## config.mk

```make
export PLATFORM = sky130hd
export DESIGN_NAME = exp_bias_pipe_flat
export DESIGN_NICKNAME = d
export VERILOG_FILES = /design/src/rtl/exp_bias_pipe_if.sv /design/src/rtl/exp_bias_pipe.sv /design/src/flat_wrapper.sv
export SDC_FILE = /design/constraint.sdc
export NUM_CORES = 1
export LEC_CHECK = 0
export BUFFER_PORTS_ARGS = -buffer_cell sky130_fd_sc_hd__buf_2
export CAP_MARGIN = 20
export CORE_MARGIN = 3
export CORE_UTILIZATION = 28
export DETAILED_ROUTE_END_ITERATION = 6
export PLACE_DENSITY = 0.47
export SYNTH_ARGS = -nofsm -noshare
export SYNTH_HDL_FRONTEND = slang
export SYNTH_SLANG_ARGS = --single-unit
```

## constraint.sdc

```tcl
create_clock -name clk -period 3.9 [get_ports clk]
set_input_delay 0.78 -clock clk [delete_from_list [all_inputs] [get_ports clk]]
set_output_delay 0.78 -clock clk [all_outputs]
set_load 0.005 [all_outputs]
```

## src/rtl/exp_bias_pipe_if.sv

```systemverilog
// Handshake and operand/result bundle for exp_bias_pipe.
// Producer side drives the master modport; the pipeline uses the slave modport.
interface exp_bias_pipe_if #(
    parameter int EXP_W = 8
);
    // valid/ready: a beat moves on a rising edge where valid & ready are both high;
    // a producer holding valid keeps its payload stable until that edge.
    logic             in_valid;
    logic             in_ready;
    logic [EXP_W-1:0] exp_a;
    logic [EXP_W-1:0] exp_b;
    logic             norm_inc;
    logic             out_valid;
    logic             out_ready;
    logic [EXP_W-1:0] exp_out;
    logic             ovf;
    logic             unf;
    logic             zero;

    modport master (
        output in_valid, exp_a, exp_b, norm_inc, out_ready,
        input  in_ready, out_valid, exp_out, ovf, unf, zero
    );

    modport slave (
        input  in_valid, exp_a, exp_b, norm_inc, out_ready,
        output in_ready, out_valid, exp_out, ovf, unf, zero
    );
endinterface

```

## src/rtl/exp_bias_pipe.sv

```systemverilog
// Two-stage exponent adder: S1 sums the biased exponents, S2 removes the bias
// and saturates, raising ovf/unf/zero. Holds up to two beats under backpressure.
module exp_bias_pipe #(
    parameter int EXP_W = 8,
    parameter int BIAS  = 127
) (
    input logic           clk,
    input logic           rst,
    exp_bias_pipe_if.slave io
);
    localparam int DW = EXP_W + 2;
    localparam logic signed [DW-1:0] BIAS_D = DW'(BIAS);
    localparam logic signed [DW-1:0] MAX_D  = DW'((1 << EXP_W) - 1);
    localparam logic signed [DW-1:0] ZERO_D = DW'(0);

    logic             s1_v;
    logic [EXP_W:0]   s1_sum;
    logic             s1_z;
    logic             s2_v;
    logic [EXP_W-1:0] s2_exp;
    logic             s2_ovf;
    logic             s2_unf;
    logic             s2_zero;

    logic             s1_load;
    logic             s2_load;
    logic [EXP_W:0]   sum_n;
    logic signed [DW-1:0] d;
    logic [EXP_W-1:0] exp_n;
    logic             ovf_n;
    logic             unf_n;
    logic             zero_n;

    // in_ready may follow out_ready combinationally; out_valid is purely registered.
    assign io.in_ready  = !rst && (!s1_v || !s2_v || io.out_ready);
    assign s1_load      = io.in_valid && io.in_ready;
    assign s2_load      = s1_v && (!s2_v || io.out_ready);

    assign io.out_valid = s2_v;
    assign io.exp_out   = s2_exp;
    assign io.ovf       = s2_ovf;
    assign io.unf       = s2_unf;
    assign io.zero      = s2_zero;

    assign sum_n = {1'b0, io.exp_a} + {1'b0, io.exp_b} + {{EXP_W{1'b0}}, io.norm_inc};
    assign d     = $signed({1'b0, s1_sum}) - BIAS_D;

    always_comb begin
        exp_n  = '0;
        ovf_n  = 1'b0;
        unf_n  = 1'b0;
        zero_n = 1'b0;
        if (s1_z) begin
            zero_n = 1'b1;
        end else if (d <= ZERO_D) begin
            unf_n = 1'b1;
        end else if (d >= MAX_D) begin
            exp_n = '1;
            ovf_n = 1'b1;
        end else begin
            exp_n = d[EXP_W-1:0];
        end
    end

    always_ff @(posedge clk) begin
        if (rst) begin
            s1_v    <= 1'b0;
            s1_sum  <= '0;
            s1_z    <= 1'b0;
            s2_v    <= 1'b0;
            s2_exp  <= '0;
            s2_ovf  <= 1'b0;
            s2_unf  <= 1'b0;
            s2_zero <= 1'b0;
        end else begin
            if (s1_load) begin
                s1_v   <= 1'b1;
                s1_sum <= sum_n;
                s1_z   <= (io.exp_a == '0) || (io.exp_b == '0);
            end else if (s2_load) begin
                s1_v <= 1'b0;
            end

            // Result registers only change on a load, so a stalled output stays put.
            if (s2_load) begin
                s2_v    <= 1'b1;
                s2_exp  <= exp_n;
                s2_ovf  <= ovf_n;
                s2_unf  <= unf_n;
                s2_zero <= zero_n;
            end else if (io.out_ready) begin
                s2_v <= 1'b0;
            end
        end
    end
endmodule

```

## src/flat_wrapper.sv

```systemverilog
// flat-port wrapper written by rule: the top's interface ports become plain ports
module exp_bias_pipe_flat 
#(
    parameter int EXP_W = 8,
    parameter int BIAS  = 127
)
  (clk, rst, io_in_valid, io_exp_a, io_exp_b, io_norm_inc, io_out_ready, io_in_ready, io_out_valid, io_exp_out, io_ovf, io_unf, io_zero);
  exp_bias_pipe_if #(.EXP_W(EXP_W)) io_i ();
  input logic clk;
  input logic rst;
  input wire logic [$bits(io_i.in_valid)-1:0] io_in_valid;
  input wire logic [$bits(io_i.exp_a)-1:0] io_exp_a;
  input wire logic [$bits(io_i.exp_b)-1:0] io_exp_b;
  input wire logic [$bits(io_i.norm_inc)-1:0] io_norm_inc;
  input wire logic [$bits(io_i.out_ready)-1:0] io_out_ready;
  output wire logic [$bits(io_i.in_ready)-1:0] io_in_ready;
  output wire logic [$bits(io_i.out_valid)-1:0] io_out_valid;
  output wire logic [$bits(io_i.exp_out)-1:0] io_exp_out;
  output wire logic [$bits(io_i.ovf)-1:0] io_ovf;
  output wire logic [$bits(io_i.unf)-1:0] io_unf;
  output wire logic [$bits(io_i.zero)-1:0] io_zero;
  assign io_i.in_valid = io_in_valid;
  assign io_i.exp_a = io_exp_a;
  assign io_i.exp_b = io_exp_b;
  assign io_i.norm_inc = io_norm_inc;
  assign io_i.out_ready = io_out_ready;
  assign io_in_ready = io_i.in_ready;
  assign io_out_valid = io_i.out_valid;
  assign io_exp_out = io_i.exp_out;
  assign io_ovf = io_i.ovf;
  assign io_unf = io_i.unf;
  assign io_zero = io_i.zero;
  exp_bias_pipe #(.EXP_W(EXP_W), .BIAS(BIAS)) u_core (.clk(clk), .rst(rst), .io(io_i));
endmodule
```

* Word-level counts from Yosys, hierarchy flattened
Cells that the tools add are included.
Cells by class: add/subtract/negate cells 3, magnitude comparators 2, muxes and demuxes 13, reduce and logical (&&, ||, !) cells 14
Operator list (count):
- two-way mux 8 bit | 3
- zero test 8 bit | 2
- >= comparator 10 x 9 -> 1 bit (second input constant) | 1
- <= comparator 10 x 1 -> 1 bit (second input constant) | 1
- two-way mux 1 bit | 10
- subtractor 9 x 7 -> 10 bit (second input constant) | 1
- adder 8 x 8 -> 9 bit | 1
- adder 9 x 1 -> 9 bit | 1
- logical OR 1 bit | 4
- nonzero test 2 bit | 2
- logical AND 1 bit | 3
- zero test 1 bit | 3
Word-level totals: flip-flop bits (word level) 23, bits of input ports 21, output and inout port bits 13, logic and storage cells 40

* Depth between registers and ports, before layout
Gate-level depths: netlist of the first run.
depth after elaboration 6, gate-level depth with buffers 10, depth with buffers taken out 10

* Worst setup path after synthesis of the first run
Ideal clock, no wire load.
kind in2reg, from input io_norm_inc, to register u_core.s1_sum[8], setup time 126 ps, arrival 2289 ps, required time 3774 ps, path slack 1484 ps, stages 10, buffers on the path 0, path through inv_1 fa_1 inv_1 fa_1 a21o_1 a21oi_1 o21ai_1 a21o_1 a21oi_1 o21ai_1
Between the ends: longest elaborated chain between the ends 1
RTL lines:
- start, declared | line flat_wrapper.sv:14 | input wire logic [$bits(io_i.norm_inc)-1:0] io_norm_inc;
- adder 9 x 1 -> 9 bit | line exp_bias_pipe.sv:45 | assign sum_n = {1'b0, io.exp_a} + {1'b0, io.exp_b} + {{EXP_W{1'b0}}, io.norm_inc};
- end signal, assigned | line exp_bias_pipe.sv:78 | s1_sum <= sum_n;
- end, declared | line exp_bias_pipe.sv:17 | logic [EXP_W:0] s1_sum;
No other way between the ends. A chain may end at the register's enable or synchronous reset.

* Worst setup path in the final report of the first run
from input io_exp_b[0], to register u_core.s1_sum[8]
Between the ends: longest elaborated chain between the ends 2
RTL lines:
- start, declared | line flat_wrapper.sv:13 | input wire logic [$bits(io_i.exp_b)-1:0] io_exp_b;
- adder 8 x 8 -> 9 bit | line exp_bias_pipe.sv:45
- adder 9 x 1 -> 9 bit | line exp_bias_pipe.sv:45
No other way between the ends.

==> results of run 1 <==
power groups by stage:
| stage | clock network [mW] | registers [mW] | logic [mW] |
|---|---|---|---|
| 6_report | 0.149 | 0.279 | 0.137 |
| 5_1_grt | 0.168 | 0.283 | 0.159 |
| 4_1_cts | 0.158 | 0.279 | 0.139 |
| 3_5_place_dp | 0 | 0.284 | 0.139 |
| 3_3_place_gp | 0 | 0.285 | 0.139 |
| 2_1_floorplan | 0 | 0.269 | 0.117 |
worst reg2reg max path: stages (launching register included):
cell and delay, ns:
sky130_fd_sc_hd__dfxtp_1 0.53, sky130_fd_sc_hd__ha_1 0.48, sky130_fd_sc_hd__nand2_1 0.12, sky130_fd_sc_hd__o21ai_0 0.25, sky130_fd_sc_hd__xnor2_1 0.14, sky130_fd_sc_hd__a221oi_4 0.46
sky130_fd_sc_hd__o21ai_1 0.14, sky130_fd_sc_hd__a21oi_1 0.15
area by class of cell:
cell class	count	area, um^2
fillers	590	3420
clock inverters	1	5.00
well taps	70	87.6
flip-flops and latches	23	460
inverters	11	41.3
multi-input cells	145	987
repair buffers	33	165
clock buffers	3	41.3
synth_stat cells (all sizes together), types with 4 or more instances:
cell    count  area (um^2)
dfxtp      23          460
a21oi      18         90.1
nor2       18         67.6
nand2      16         60.1
o21ai      16         80.1
xnor2      11         96.3
ha         10          125
inv        10         37.5
nand3       8         52.6
nor4        7         50.1
buf         5         27.5
clkbuf      5         18.8
nand4       4         25.0
worst max-delay path by stage:
stage                                start                   end  slack, ns  depth (start not counted)
after global routing      u_core.s1_sum[0]  u_core.io.exp_out[5]       1.32                          7
after floorplan                io_norm_inc      u_core.s1_sum[8]       1.48                         10
after detailed placement       io_exp_b[0]      u_core.s1_sum[8]       1.23                         11
after CTS                      io_exp_b[0]      u_core.s1_sum[8]       1.53                         11
after global placement         io_exp_b[0]      u_core.s1_sum[8]       1.28                         11
final                          io_exp_b[0]      u_core.s1_sum[8]       1.54                         11
sequential cells by signal, indices dropped and copies added, names as in the netlist:
name                 flops
u_core.io.ovf            1
u_core.io.exp_out        8
u_core.io.out_valid      1
u_core.io.unf            1
u_core.s1_sum            9
u_core.s1_z              1
u_core.s1_v              1
u_core.io.zero           1
cells by family (layout without fill, tap and decap cells):
| kind of cell | count (synthesis) | count (layout) |
|---|---|---|
| flops | 23 | 23 |
| xor+xnor | 13 | 13 |
| buf+inv | 21 | 48 |
| simple gates | 64 | 64 |
| compound gates | 55 | 55 |
| mux | 1 | 1 |
| fa+ha+maj | 12 | 12 |
layer usage:
layer / part of all wire [%] / wire length (um)
met1: 50 / 1670
met2: 45 / 1510
met4: 1.7 / 58
met5: 0 / 0
met3: 3.2 / 107
stage by stage:
stage / area, um^2 / std cells / worst slack (ns) / total power, mW / utilization [%]
5_1_grt: 1790 / 286 / 1.32 / 0.609 / 34.4
3_3_place_gp: 1740 / 282 / 1.28 / 0.424 / 33.5
6_report: 1790 / 286 / 1.54 / 0.564 / 34.4
3_5_place_dp: 1740 / 282 / 1.23 / 0.423 / 33.5
2_1_floorplan: 1540 / 189 / 1.48 / 0.386 / -
4_1_cts: 1790 / 286 / 1.53 / 0.576 / 34.4
==> metrics.txt, run 1 <==
# TYPE chip_impl_metric gauge
chip_impl_metric{name="cts_setup_buffers",unit=""} 0
chip_impl_metric{name="slew_headroom",unit="%"} 61.7
chip_impl_metric{name="grt_util_met3",unit="%"} 1.69
chip_impl_metric{name="clk_pin_slew_worst_paths",unit="ns"} 0.08
chip_impl_metric{name="met2_track_demand_over_resource",unit="%"} 19.0
chip_impl_metric{name="sequentialPowerShare",unit="%"} 49.4
chip_impl_info{name="outcome",value="complete, no violations"} 1
chip_impl_metric{name="number_of_global_route_vias_before_repair",unit=""} 1338
chip_impl_metric{name="power_switching",unit="mW"} 0.177
chip_impl_metric{name="cts_hold_buf",unit=""} 0
chip_impl_metric{name="met1_usage",unit="%"} 14.8
chip_impl_metric{name="total_number_of_nets_in_the_final_design",unit=""} 250
chip_impl_metric{name="synthXorXnorAreaFrac",unit="%"} 7.42
chip_impl_info{name="critical_path.startpoint_type",value="primary input"} 1
chip_impl_metric{name="power.ir.vdd_worst",unit="mV"} 0.0964
chip_impl_metric{name="synth-async-reset-ratio",unit="%"} 0
chip_impl_info{name="worst_setup_path_end_kind",value="flip-flop"} 1
chip_impl_metric{name="tightestPinTransition",unit="ns"} 0.573
chip_impl_metric{name="synth_compound_area_share",unit="%"} 24.1
chip_impl_info{name="main_combinational_cell_family_by_area_after_synthesis",value="compound AO/OA/AOI/OAI gates"} 1
chip_impl_metric{name="synth.distinct_cells",unit=""} 42
chip_impl_metric{name="muxShareOfSynthArea",unit="%"} 0.652
chip_impl_metric{name="max_cap_viol_count",unit=""} 0
chip_impl_metric{name="power_leakage",unit="nW"} 0.735
chip_impl_metric{name="largest_net_degree_at_the_start_of_global_routing",unit=""} 21
chip_impl_metric{name="rows",unit=""} 26
chip_impl_metric{name="via_per_inst",unit=""} 4.76
chip_impl_info{name="ys.flop_type",value="sky130_fd_sc_hd__dfxtp_1"} 1
chip_impl_metric{name="grt_pass1_wl",unit="um"} 5910
chip_impl_metric{name="syn-cell-area",unit="um^2"} 1540
chip_impl_metric{name="timing.setup.tns",unit="ns"} 0
chip_impl_metric{name="cts.sink_count",unit=""} 23
chip_impl_metric{name="clock_tree.htree_level_count",unit=""} 1
chip_impl_metric{name="crit_arrival",unit="ns"} 2.50
chip_impl_info{name="most_used_cells_in_the_layout_excluding_fill_and_tap_cells",value="sky130_fd_sc_hd__buf_2, sky130_fd_sc_hd__dfxtp_1, sky130_fd_sc_hd__a21oi_1, sky130_fd_sc_hd__nor2_1, sky130_fd_sc_hd__nand2_1"} 1
chip_impl_metric{name="synth-adder-area-share",unit="%"} 10.8
chip_impl_metric{name="gp_routability_congestion",unit=""} 0.808
chip_impl_metric{name="power.share.clock",unit="%"} 26.4
chip_impl_metric{name="ys_ff_latch",unit=""} 23
chip_impl_info{name="tritoncts",value="done"} 1
chip_impl_metric{name="timing.clock.skew",unit="ns"} 0.00302
chip_impl_metric{name="n_antenna_cell",unit=""} 0
chip_impl_metric{name="routedWlPerCell",unit="um"} 11.7
chip_impl_metric{name="buffer_ports.inserted",unit=""} 33
chip_impl_info{name="crit_path_top_delay_cell",value="sky130_fd_sc_hd__fa_1"} 1
chip_impl_metric{name="io_pins",unit=""} 34
chip_impl_metric{name="p_per_area",unit="nW/um^2"} 316
chip_impl_metric{name="critical_path_fanout_max",unit=""} 2
chip_impl_metric{name="timing.reg2reg.worst_path_depth",unit=""} 7
chip_impl_metric{name="grt_util_all_layers",unit="%"} 11.5
chip_impl_metric{name="share_of_post_route_cells_with_drive_strength_above_1",unit="%"} 21.8
chip_impl_metric{name="worst-r2r-setup-slack",unit="ns"} 1.58
chip_impl_metric{name="overflow",unit=""} 0
chip_impl_metric{name="comb_power_share",unit="%"} 24.2
chip_impl_metric{name="clock_latency_of_the_later_clocked_register_in_the_worst_skew_pair",unit="ns"} 0.27
chip_impl_info{name="mostFrequentLayoutCell",value="sky130_fd_sc_hd__buf_2"} 1
chip_impl_metric{name="detail-route-antenna-nets",unit=""} 0
chip_impl_metric{name="die_height",unit="um"} 80.0
chip_impl_metric{name="hold_viol",unit=""} 0
chip_impl_info{name="criticalPathCategory",value="primary input to flip-flop"} 1
chip_impl_metric{name="synth-edff-count",unit=""} 0
chip_impl_metric{name="drt_iter0_markers",unit=""} 40
chip_impl_metric{name="finalMaxSlewViolations",unit=""} 0
chip_impl_metric{name="critical-path-max-stage-delay",unit="ns"} 0.39
chip_impl_metric{name="worst_hold_slack",unit="ns"} 0.450
chip_impl_metric{name="wl",unit="um"} 3350
chip_impl_metric{name="final.period_utilization",unit="%"} 60.5
chip_impl_metric{name="place.detailed.hpwl",unit="um"} 2620
chip_impl_metric{name="cts-resized-gates",unit=""} 0
chip_impl_info{name="worstReg2RegEnd",value="u_core.io.exp_out[2]"} 1
chip_impl_metric{name="swShare",unit="%"} 31.3
chip_impl_info{name="worst_reg2reg_startpoint",value="u_core.s1_sum[0]"} 1
chip_impl_info{name="worst_hold_path.endpoint",value="u_core.io.exp_out[3]"} 1
chip_impl_metric{name="die_area",unit="um^2"} 6410
chip_impl_metric{name="layout-area-overhead-vs-synth",unit="%"} 16.5
chip_impl_metric{name="finalSetupViolCount",unit=""} 0
chip_impl_info{name="path_cells",value="buf_2 > inv_1 > fa_1 > inv_1 > fa_1 > a21o_1 > a21oi_1 > o21ai_1 > a21o_1 > a21oi_1 > o21ai_1"} 1
chip_impl_metric{name="core_region_area",unit="um^2"} 5200
chip_impl_metric{name="drt_pass1_iterations",unit=""} 3
chip_impl_metric{name="syn_avg_cell_area",unit="um^2"} 8.12
chip_impl_metric{name="width_of_the_chip",unit="um"} 80.0
chip_impl_metric{name="internal-power",unit="mW"} 0.388
chip_impl_metric{name="syn_inst",unit=""} 189
chip_impl_metric{name="syn_nets",unit=""} 222
chip_impl_info{name="hold_class",value="flip-flop to flip-flop"} 1
chip_impl_metric{name="yosys.area_share.simple",unit="%"} 21.4
chip_impl_info{name="holdCritStartpoint",value="u_core.io.exp_out[3]"} 1
chip_impl_metric{name="required",unit="ns"} 4.04
chip_impl_metric{name="initial_core_util",unit="%"} 29.5
chip_impl_metric{name="portion_of_the_post_synthesis_area_used_by_sequential_elements",unit="%"} 30.0
chip_impl_info{name="critical-path-top-delay-family",value="compound AO/OA/AOI/OAI gates"} 1
chip_impl_metric{name="worst_hold_path.num_cells",unit=""} 2
chip_impl_metric{name="numCtsBuffers",unit=""} 3
chip_impl_metric{name="yosys_warnings",unit=""} 0
chip_impl_metric{name="worst-path-buf-inv",unit=""} 3
chip_impl_info{name="grt-busiest-layer",value="met2"} 1
chip_impl_metric{name="vias",unit=""} 1361
chip_impl_info{name="rsz_0062_raised_after_global_routing",value="no"} 1
chip_impl_metric{name="remaining_drc_errors",unit=""} 0
chip_impl_metric{name="layout_min_cycle_time",unit="ns"} 2.36
chip_impl_info{name="cts_root_buffer",value="sky130_fd_sc_hd__clkbuf_8"} 1
chip_impl_metric{name="cts-root-to-sink-buffers",unit=""} 2
chip_impl_metric{name="fmax_achieved",unit="GHz"} 0.424
chip_impl_metric{name="grt_antenna_before_repair",unit=""} 0
(Power assumes the default switching activity.)
==> run 2, diff against run 1 <==
--- a/config.mk
+++ b/config.mk
@@ -10,7 +10,7 @@
 export CORE_MARGIN = 3
 export CORE_UTILIZATION = 28
 export DETAILED_ROUTE_END_ITERATION = 6
-export PLACE_DENSITY = 0.47
+export PLACE_DENSITY = 0.48
 export SYNTH_ARGS = -nofsm -noshare
 export SYNTH_HDL_FRONTEND = slang
 export SYNTH_SLANG_ARGS = --single-unit
==> constraint.sdc (replaced) <==
create_clock -name clk -period 1.9 [get_ports clk]
set_input_delay 0.38 -clock clk [delete_from_list [all_inputs] [get_ports clk]]
set_output_delay 0.38 -clock clk [all_outputs]
set_load 0.005 [all_outputs]
==> run 2 against run 1 <==
Effect of this change: register-to-register slack worse by 1.5 ns; core utilization is 5.2 points higher; global-route usage is 0.46 points higher; routed wire length is 5.5% higher; worst hold slack worse by 0.11 ns; die area stayed put; sequential cell count stayed put; non-clock buffer count is 27 higher; cell area is 15% higher; largest cell class unchanged; highest routed layer unchanged.
==> metrics.txt, run 2 (synthesis gave the netlist of run 1 again) <==
# TYPE chip_impl_metric gauge
chip_impl_metric{name="required",unit="ns"} 2.10
chip_impl_metric{name="drt_pass1_iterations",unit=""} 4
chip_impl_metric{name="swShare",unit="%"} 31.1
chip_impl_metric{name="detail-route-antenna-nets",unit=""} 0
chip_impl_info{name="worst_setup_path_start",value="u_core.s1_sum[0]"} 1
chip_impl_metric{name="power.ir.vdd_worst",unit="mV"} 0.286
chip_impl_metric{name="n_antenna_cell",unit=""} 0
chip_impl_metric{name="drt_iter0_markers",unit=""} 38
chip_impl_metric{name="io_pins",unit=""} 34
chip_impl_metric{name="sequentialPowerShare",unit="%"} 43.5
chip_impl_metric{name="critical_path_fanout_max",unit=""} 8
chip_impl_info{name="crit_path_top_delay_cell",value="sky130_fd_sc_hd__dfxtp_4"} 1
chip_impl_metric{name="place.detailed.hpwl",unit="um"} 2810
chip_impl_metric{name="wl",unit="um"} 3540
chip_impl_metric{name="cts.sink_count",unit=""} 23
chip_impl_info{name="largest_register",value="u_core.s1_sum"} 1
chip_impl_metric{name="rows",unit=""} 26
chip_impl_metric{name="width_of_the_chip",unit="um"} 80.0
chip_impl_info{name="critical-path-top-delay-family",value="compound AO/OA/AOI/OAI gates"} 1
chip_impl_metric{name="share_of_post_route_cells_with_drive_strength_above_1",unit="%"} 35.8
chip_impl_metric{name="worst_hold_slack",unit="ns"} 0.337
chip_impl_info{name="holdCritStartpoint",value="io_in_valid"} 1
chip_impl_metric{name="worst-path-buf-inv",unit=""} 1
chip_impl_metric{name="finalSetupViolCount",unit=""} 0
chip_impl_metric{name="grt_antenna_before_repair",unit=""} 0
chip_impl_metric{name="layout_min_cycle_time",unit="ns"} 1.80
chip_impl_metric{name="comb_power_share",unit="%"} 31.5
chip_impl_metric{name="final.period_utilization",unit="%"} 94.7
chip_impl_metric{name="via_per_inst",unit=""} 4.64
chip_impl_info{name="rsz_0062_raised_after_global_routing",value="yes"} 1
chip_impl_metric{name="critical-path-max-stage-delay",unit="ns"} 0.40
chip_impl_metric{name="final_design_area_no_fill",unit="um^2"} 2060
chip_impl_metric{name="tightestPinTransition",unit="ns"} 0.457
chip_impl_metric{name="slew_headroom",unit="%"} 69.5
chip_impl_info{name="worst_setup_path_end_kind",value="flip-flop"} 1
chip_impl_info{name="critical_path.startpoint_type",value="flip-flop"} 1
chip_impl_metric{name="max_cap_viol_count",unit=""} 0
chip_impl_metric{name="timing.clock.skew",unit="ns"} 0.00190
chip_impl_metric{name="fin_ws",unit="ns"} 0.101
chip_impl_metric{name="total_cell_area_at_the_placement_stage",unit="um^2"} 1910
chip_impl_metric{name="cts_hold_buf",unit=""} 0
chip_impl_metric{name="largest_net_degree_at_the_start_of_global_routing",unit=""} 17
chip_impl_metric{name="clock_latency_of_the_later_clocked_register_in_the_worst_skew_pair",unit="ns"} 0.27
chip_impl_metric{name="number_of_global_route_vias_before_repair",unit=""} 1385
chip_impl_metric{name="total_number_of_nets_in_the_final_design",unit=""} 277
chip_impl_info{name="path_cells",value="buf_4 > nand3_4 > or2_4 > a211o_1 > a31oi_4 > o21ai_1 > a21oi_1"} 1
chip_impl_metric{name="fmax_achieved",unit="GHz"} 0.556
chip_impl_metric{name="layout-area-overhead-vs-synth",unit="%"} 34.0
chip_impl_metric{name="dp_worst_slack",unit="ns"} -0.200
chip_impl_metric{name="finalMaxSlewViolations",unit=""} 0
chip_impl_metric{name="cts-root-to-sink-buffers",unit=""} 2
chip_impl_metric{name="core_region_area",unit="um^2"} 5200
chip_impl_info{name="criticalPathCategory",value="flip-flop to flip-flop"} 1
chip_impl_metric{name="clk_pin_slew_worst_paths",unit="ns"} 0.09
chip_impl_metric{name="initial_core_util",unit="%"} 29.5
chip_impl_metric{name="grt_pass1_wl",unit="um"} 6230
chip_impl_metric{name="routedWlPerCell",unit="um"} 11.3
chip_impl_info{name="most_used_cells_in_the_layout_excluding_fill_and_tap_cells",value="sky130_fd_sc_hd__buf_2, sky130_fd_sc_hd__buf_4, sky130_fd_sc_hd__dfxtp_1"} 1
chip_impl_metric{name="clock_tree.htree_level_count",unit=""} 1
chip_impl_metric{name="die_area",unit="um^2"} 6410
chip_impl_metric{name="buffer_ports.inserted",unit=""} 33
chip_impl_metric{name="gp_routability_congestion",unit=""} 0.763
chip_impl_metric{name="fillers",unit=""} 583
chip_impl_metric{name="vias",unit=""} 1452
chip_impl_metric{name="dpl.cell_count",unit=""} 303
chip_impl_metric{name="post-layout-total-power",unit="mW"} 1.26
chip_impl_info{name="tritoncts",value="done"} 1
chip_impl_metric{name="power_switching",unit="mW"} 0.393
chip_impl_metric{name="numCtsBuffers",unit=""} 3
chip_impl_metric{name="grt_util_all_layers",unit="%"} 12.0
chip_impl_info{name="cts_root_buffer",value="sky130_fd_sc_hd__clkbuf_8"} 1
chip_impl_info{name="outcome",value="complete, no violations"} 1
chip_impl_metric{name="die_height",unit="um"} 80.0
chip_impl_metric{name="power.share.clock",unit="%"} 24.9
chip_impl_metric{name="final_cell_count_no_fill",unit=""} 313
chip_impl_metric{name="overflow",unit=""} 0
chip_impl_info{name="worst_reg2reg_startpoint",value="u_core.s1_sum[0]"} 1
chip_impl_metric{name="internal-power",unit="mW"} 0.869
chip_impl_metric{name="worst-r2r-setup-slack",unit="ns"} 0.10
chip_impl_metric{name="largest_register_ffs",unit=""} 9
chip_impl_metric{name="p_per_area",unit="nW/um^2"} 614
chip_impl_metric{name="power_leakage",unit="nW"} 0.874
chip_impl_metric{name="hold_viol",unit=""} 0
chip_impl_info{name="mostFrequentLayoutCell",value="sky130_fd_sc_hd__buf_2"} 1
chip_impl_info{name="hold_class",value="primary input to flip-flop"} 1
chip_impl_metric{name="crit_arrival",unit="ns"} 2.00
chip_impl_metric{name="remaining_drc_errors",unit=""} 0
-- run 2: cell types whose count changed in the layout (fill, tap and decap cells not counted), sizes merged --
cell / change
buf: +27
-- run 2: area by class of cell --
class	instances	area (um^2)	share of cell area [%]
sequential	23	469	22.8
clock inverter	1	5.00	0.243
inverter	11	41.3	2.01
tap	70	87.6	4.26
clock buffer	3	41.3	2.01
timing repair buffer	60	379	18.4
multi-input combinational	145	1030	50.2
-- run 2: timing repair --
action	CTS	global route
gates resized for setup	0	17
setup endpoints to repair	1	11
setup buffers	2	4
pin swaps	1	12
cloned	0	0
-- run 2: per-stage QoR --
stage / utilization, % / TNS (ns)
floorplan: - / -0.0117
global route: 39.5 / -0.129
global placement: 36.7 / -0.460
detailed placement: 36.7 / -0.515
finish: 39.5 / 0
CTS: 37.8 / 0
-- run 2: metal layers --
layer | global-route usage (%) | wire length (um) | vias up
li1 | - | - | 782
met1 | 15.1 | 1660 | 646
met2 | 20.9 | 1740 | 22
met3 | 2.37 | 110 | 2
met4 | 2.53 | 25 | 0
met5 | 0 | 0 | -
-- run 2: final timing paths --
kind | cells past startpoint | end
min | 3 | u_core.s1_v
min reg2reg | 2 | u_core.io.exp_out[0]
max reg2reg | 7 | u_core.io.exp_out[2]
max | 7 | u_core.io.exp_out[2]
-- run 2: power groups by stage --
stage          Sequential [mW]  Combinational (mW)  Clock (mW)
2_1_floorplan            0.552               0.243           0
3_3_place_gp             0.561               0.367           0
3_5_place_dp             0.562               0.366           0
4_1_cts                  0.550               0.372       0.334
5_1_grt                  0.557               0.455       0.347
6_report                 0.550               0.398       0.315
-- run 2: worst register-to-register path, stage by stage, from the launching register on --
cell and delay [ns]:
sky130_fd_sc_hd__dfxtp_4 0.40, sky130_fd_sc_hd__buf_4 0.13, sky130_fd_sc_hd__nand3_4 0.08, sky130_fd_sc_hd__or2_4 0.29
sky130_fd_sc_hd__a211o_1 0.32, sky130_fd_sc_hd__a31oi_4 0.27, sky130_fd_sc_hd__o21ai_1 0.12, sky130_fd_sc_hd__a21oi_1 0.14
==> run 3, diff against run 2 <==
--- a/config.mk
+++ b/config.mk
@@ -5,12 +5,14 @@
 export SDC_FILE = /design/constraint.sdc
 export NUM_CORES = 1
 export LEC_CHECK = 0
+export ABC_AREA = 1
 export BUFFER_PORTS_ARGS = -buffer_cell sky130_fd_sc_hd__buf_2
 export CAP_MARGIN = 20
 export CORE_MARGIN = 3
 export CORE_UTILIZATION = 28
+export CTS_CLUSTER_DIAMETER = 30
 export DETAILED_ROUTE_END_ITERATION = 6
-export PLACE_DENSITY = 0.48
+export PLACE_DENSITY = 0.47
 export SYNTH_ARGS = -nofsm -noshare
 export SYNTH_HDL_FRONTEND = slang
 export SYNTH_SLANG_ARGS = --single-unit
==> constraint.sdc (replaced) <==
create_clock -name clk -period 2.18 [get_ports clk]
set_input_delay 0.436 -clock clk [delete_from_list [all_inputs] [get_ports clk]]
set_output_delay 0.436 -clock clk [all_outputs]
set_load 0.005 [all_outputs]
==> run 3 against run 2 <==
Effect of this change: core utilization is 4.7 points lower; worst hold slack better by 0.069 ns; total power shrank 19%; sequential power decreased by 12%; critical path type is now primary input to flip-flop.
==> metrics.txt, run 3 <==
# TYPE chip_impl_metric gauge
chip_impl_metric{name="worst-r2r-setup-slack",unit="ns"} 0.42
chip_impl_info{name="path_cells",value="buf_2 > inv_1 > fa_1 > inv_1 > fa_1 > nand3_1 > nand3_1 > nand2_1 > nand2_1 > a21oi_1 > nor2_1 > o21ai_0 > a21oi_1"} 1
chip_impl_metric{name="critical_path_fanout_max",unit=""} 2
chip_impl_metric{name="drt_iter0_markers",unit=""} 37
chip_impl_info{name="post_synth_main_area_contributors",value="sky130_fd_sc_hd__dfxtp_1, sky130_fd_sc_hd__nand2_1, sky130_fd_sc_hd__ha_1"} 1
chip_impl_metric{name="numCtsBuffers",unit=""} 3
chip_impl_info{name="critical_path.startpoint_type",value="primary input"} 1
chip_impl_info{name="rsz_0062_raised_after_global_routing",value="no"} 1
chip_impl_metric{name="grt_pass1_wl",unit="um"} 6310
chip_impl_metric{name="grt_util_all_layers",unit="%"} 12.3
chip_impl_metric{name="io_pins",unit=""} 34
chip_impl_metric{name="synth.distinct_cells",unit=""} 27
chip_impl_metric{name="syn_avg_cell_area",unit="um^2"} 6.65
chip_impl_metric{name="worst_hold_slack",unit="ns"} 0.406
chip_impl_info{name="synth_area_leader_cell",value="sky130_fd_sc_hd__dfxtp_1"} 1
chip_impl_metric{name="grt_antenna_before_repair",unit=""} 0
chip_impl_metric{name="worst-path-buf-inv",unit=""} 3
chip_impl_metric{name="timing.setup.tns",unit="ns"} 0
chip_impl_metric{name="initial_core_util",unit="%"} 29.3
chip_impl_metric{name="buffer_ports.inserted",unit=""} 33
chip_impl_metric{name="comb_power_share",unit="%"} 26.8
chip_impl_metric{name="max_cap_viol_count",unit=""} 0
chip_impl_metric{name="layout-area-overhead-vs-synth",unit="%"} 18.8
chip_impl_metric{name="fillers",unit=""} 580
chip_impl_metric{name="width_of_the_chip",unit="um"} 79.6
chip_impl_metric{name="slew_headroom",unit="%"} 72.3
chip_impl_metric{name="largest_register_ffs",unit=""} 9
chip_impl_info{name="worst_setup_path_end_kind",value="flip-flop"} 1
chip_impl_metric{name="final-seq-area",unit="um^2"} 460
chip_impl_metric{name="number_of_global_route_vias_before_repair",unit=""} 1438
chip_impl_metric{name="routedWlPerCell",unit="um"} 10.7
chip_impl_info{name="crit_path_top_delay_cell",value="sky130_fd_sc_hd__fa_1"} 1
chip_impl_metric{name="overflow",unit=""} 0
chip_impl_metric{name="clk_pin_slew_worst_paths",unit="ns"} 0.08
chip_impl_metric{name="final.period_utilization",unit="%"} 82.9
chip_impl_metric{name="power.share.clock",unit="%"} 26.2
chip_impl_info{name="critical-path-top-delay-family",value="adder cells"} 1
chip_impl_metric{name="total_number_of_nets_in_the_final_design",unit=""} 295
chip_impl_metric{name="met1_usage",unit="%"} 16.1
chip_impl_metric{name="worst_hold_path.num_cells",unit=""} 3
chip_impl_metric{name="sequentialPowerShare",unit="%"} 47.0
chip_impl_metric{name="syn-cell-area",unit="um^2"} 1520
chip_impl_metric{name="total_stage_count_of_the_critical_path",unit=""} 13
chip_impl_metric{name="synth-edff-count",unit=""} 0
chip_impl_info{name="yosys.cell_count.top_type",value="sky130_fd_sc_hd__nand2_1"} 1
chip_impl_metric{name="share_of_post_route_cells_with_drive_strength_above_1",unit="%"} 18.4
chip_impl_info{name="mostFrequentLayoutCell",value="sky130_fd_sc_hd__nand2_1"} 1
chip_impl_info{name="grt-busiest-layer",value="met2"} 1
chip_impl_info{name="worst_hold_path.endpoint",value="u_core.s1_v"} 1
chip_impl_metric{name="remaining_drc_errors",unit=""} 0
chip_impl_info{name="synth_top_cells_by_count",value="sky130_fd_sc_hd__nand2_1, sky130_fd_sc_hd__inv_1, sky130_fd_sc_hd__nand3_1"} 1
chip_impl_metric{name="finalMaxSlewViolations",unit=""} 0
chip_impl_info{name="worstReg2RegEnd",value="u_core.io.exp_out[2]"} 1
chip_impl_metric{name="tightestPinTransition",unit="ns"} 0.414
chip_impl_metric{name="required",unit="ns"} 2.34
chip_impl_metric{name="clock_latency_of_the_later_clocked_register_in_the_worst_skew_pair",unit="ns"} 0.26
chip_impl_metric{name="synth-async-reset-ratio",unit="%"} 0
chip_impl_metric{name="cts_setup_buffers",unit=""} 0
chip_impl_metric{name="ys_ff_latch",unit=""} 23
chip_impl_info{name="most_used_cells_in_the_layout_excluding_fill_and_tap_cells",value="sky130_fd_sc_hd__nand2_1, sky130_fd_sc_hd__buf_2, sky130_fd_sc_hd__inv_1"} 1
chip_impl_metric{name="cts.sink_count",unit=""} 23
chip_impl_metric{name="swShare",unit="%"} 33.0
chip_impl_metric{name="met2_track_demand_over_resource",unit="%"} 20.4
chip_impl_metric{name="fin_ws",unit="ns"} 0.373
chip_impl_metric{name="rows",unit=""} 26
chip_impl_metric{name="power_switching",unit="mW"} 0.339
chip_impl_metric{name="hold_viol",unit=""} 0
chip_impl_metric{name="drt_pass1_iterations",unit=""} 4
chip_impl_metric{name="yosys_warnings",unit=""} 0
chip_impl_metric{name="crit_arrival",unit="ns"} 1.97
chip_impl_info{name="worst_reg2reg_startpoint",value="u_core.s1_sum[0]"} 1
chip_impl_metric{name="final_util",unit="%"} 34.8
chip_impl_metric{name="critical-path-max-stage-delay",unit="ns"} 0.39
chip_impl_info{name="outcome",value="complete, no violations"} 1
chip_impl_metric{name="n_antenna_cell",unit=""} 0
chip_impl_metric{name="dp_worst_slack",unit="ns"} 0.0823
chip_impl_metric{name="power_leakage",unit="nW"} 0.878
chip_impl_info{name="criticalPathCategory",value="primary input to flip-flop"} 1
chip_impl_metric{name="largest_net_degree_at_the_start_of_global_routing",unit=""} 20
chip_impl_metric{name="p_per_area",unit="nW/um^2"} 569
chip_impl_info{name="ys.flop_type",value="sky130_fd_sc_hd__dfxtp_1"} 1
chip_impl_metric{name="clock_tree.htree_level_count",unit=""} 1
chip_impl_metric{name="cts-root-to-sink-buffers",unit=""} 2
chip_impl_metric{name="portion_of_the_post_synthesis_area_used_by_sequential_elements",unit="%"} 30.4
chip_impl_metric{name="fmax_achieved",unit="GHz"} 0.554
chip_impl_metric{name="timing.clock.skew",unit="ns"} 0.00105
chip_impl_metric{name="wl",unit="um"} 3530
chip_impl_metric{name="die_height",unit="um"} 79.6
chip_impl_metric{name="internal-power",unit="mW"} 0.687
chip_impl_metric{name="via_per_inst",unit=""} 4.53
chip_impl_metric{name="gp_routability_congestion",unit=""} 0.773
chip_impl_metric{name="detail-route-antenna-nets",unit=""} 0
chip_impl_metric{name="core_region_area",unit="um^2"} 5170
chip_impl_metric{name="layout_min_cycle_time",unit="ns"} 1.81
chip_impl_metric{name="timing.reg2reg.worst_path_depth",unit=""} 11
chip_impl_metric{name="cts_hold_buf",unit=""} 0
chip_impl_info{name="holdCritStartpoint",value="io_in_valid"} 1
chip_impl_metric{name="power.ir.vdd_worst",unit="mV"} 0.193
chip_impl_metric{name="grt_util_met3",unit="%"} 2.26
chip_impl_metric{name="place.detailed.hpwl",unit="um"} 2890
chip_impl_metric{name="multi_input_comb_area",unit="um^2"} 915
chip_impl_info{name="tritoncts",value="done"} 1
chip_impl_metric{name="vias",unit=""} 1498
chip_impl_metric{name="syn_inst",unit=""} 228
chip_impl_info{name="largest_register",value="u_core.s1_sum"} 1
chip_impl_metric{name="syn_nets",unit=""} 261
chip_impl_info{name="cts_root_buffer",value="sky130_fd_sc_hd__clkbuf_8"} 1
chip_impl_metric{name="cts-resized-gates",unit=""} 0
chip_impl_metric{name="finalSetupViolCount",unit=""} 0
chip_impl_metric{name="synth_top_cell_area_share",unit="%"} 30.4
chip_impl_metric{name="die_area",unit="um^2"} 6330
chip_impl_info{name="hold_class",value="primary input to flip-flop"} 1
chip_impl_metric{name="post-layout-total-power",unit="mW"} 1.03
run 3: cell count changes in the layout (fill, tap and decap cells not counted), sizes merged, moves of 3 or more:
cell	previous run	this run
nor2b	3	0
a21o	3	0
nand2	16	63
o21ai	16	10
buf	60	35
inv	10	30
nand3	8	27
xnor2	11	2
o32ai	0	3
a31o	3	0
nor4	7	4
o21a	3	0
run 3: worst min-delay path, delay by kind of cell:
kind                   cells  cell delay, ns
AND/OR/NAND/NOR            2            0.11
buffers and inverters      1            0.09
run 3: how the worst max path moves through the flow:
stage / start / endpoint / slack, ns
after floorplan: io_norm_inc / u_core.s1_sum[8] / 0.29
after global placement: io_exp_b[0] / u_core.s1_sum[8] / 0.11
after detailed placement: io_exp_b[0] / u_core.s1_sum[8] / 0.08
after CTS: io_exp_b[0] / u_core.s1_sum[8] / 0.37
after global routing: u_core.s1_sum[0] / u_core.io.exp_out[6] / 0.14
final: io_exp_b[0] / u_core.s1_sum[8] / 0.37
run 3: logic make-up after synthesis:
kind of cell | synth area share, %
XOR/XNOR | 1.16
AND/OR/NAND/NOR | 35.4
buffers and inverters | 9.32
adder cells (fa/ha/maj) | 10.9
flip-flops | 30.4
AO/OA/AOI/OAI | 12.9
run 3: cell type report:
| cell class | count | share of cell area (%) |
|---|---|---|
| Sequential cell | 23 | 25.6 |
| Timing Repair Buffer | 35 | 10.0 |
| Multi-Input combinational cell | 169 | 50.8 |
| Clock inverter | 1 | 0.278 |
| Inverter | 30 | 6.25 |
| Tap cell | 70 | 4.86 |
| Clock buffer | 3 | 2.29 |
run 3: power groups by stage:
stage	logic, mW	clock network, mW	registers (mW)
detailed placement	0.279	0	0.492
global route	0.325	0.297	0.488
CTS	0.280	0.282	0.482
global placement	0.279	0	0.491
floorplan	0.200	0	0.483
finish	0.275	0.269	0.482
run 3: per-stage QoR:
stage | area [um^2] | instances
floorplan | 1520 | 228
detailed placement | 1760 | 327
finish | 1800 | 331
global route | 1800 | 331
global placement | 1760 | 327
CTS | 1800 | 331
run 3: per-layer routing:
| layer | up-vias | share of wire (%) |
|---|---|---|
| li1 | 815 | - |
| met1 | 653 | 50 |
| met2 | 24 | 44 |
| met3 | 6 | 3.9 |
| met4 | 0 | 1.6 |
| met5 | - | 0 |
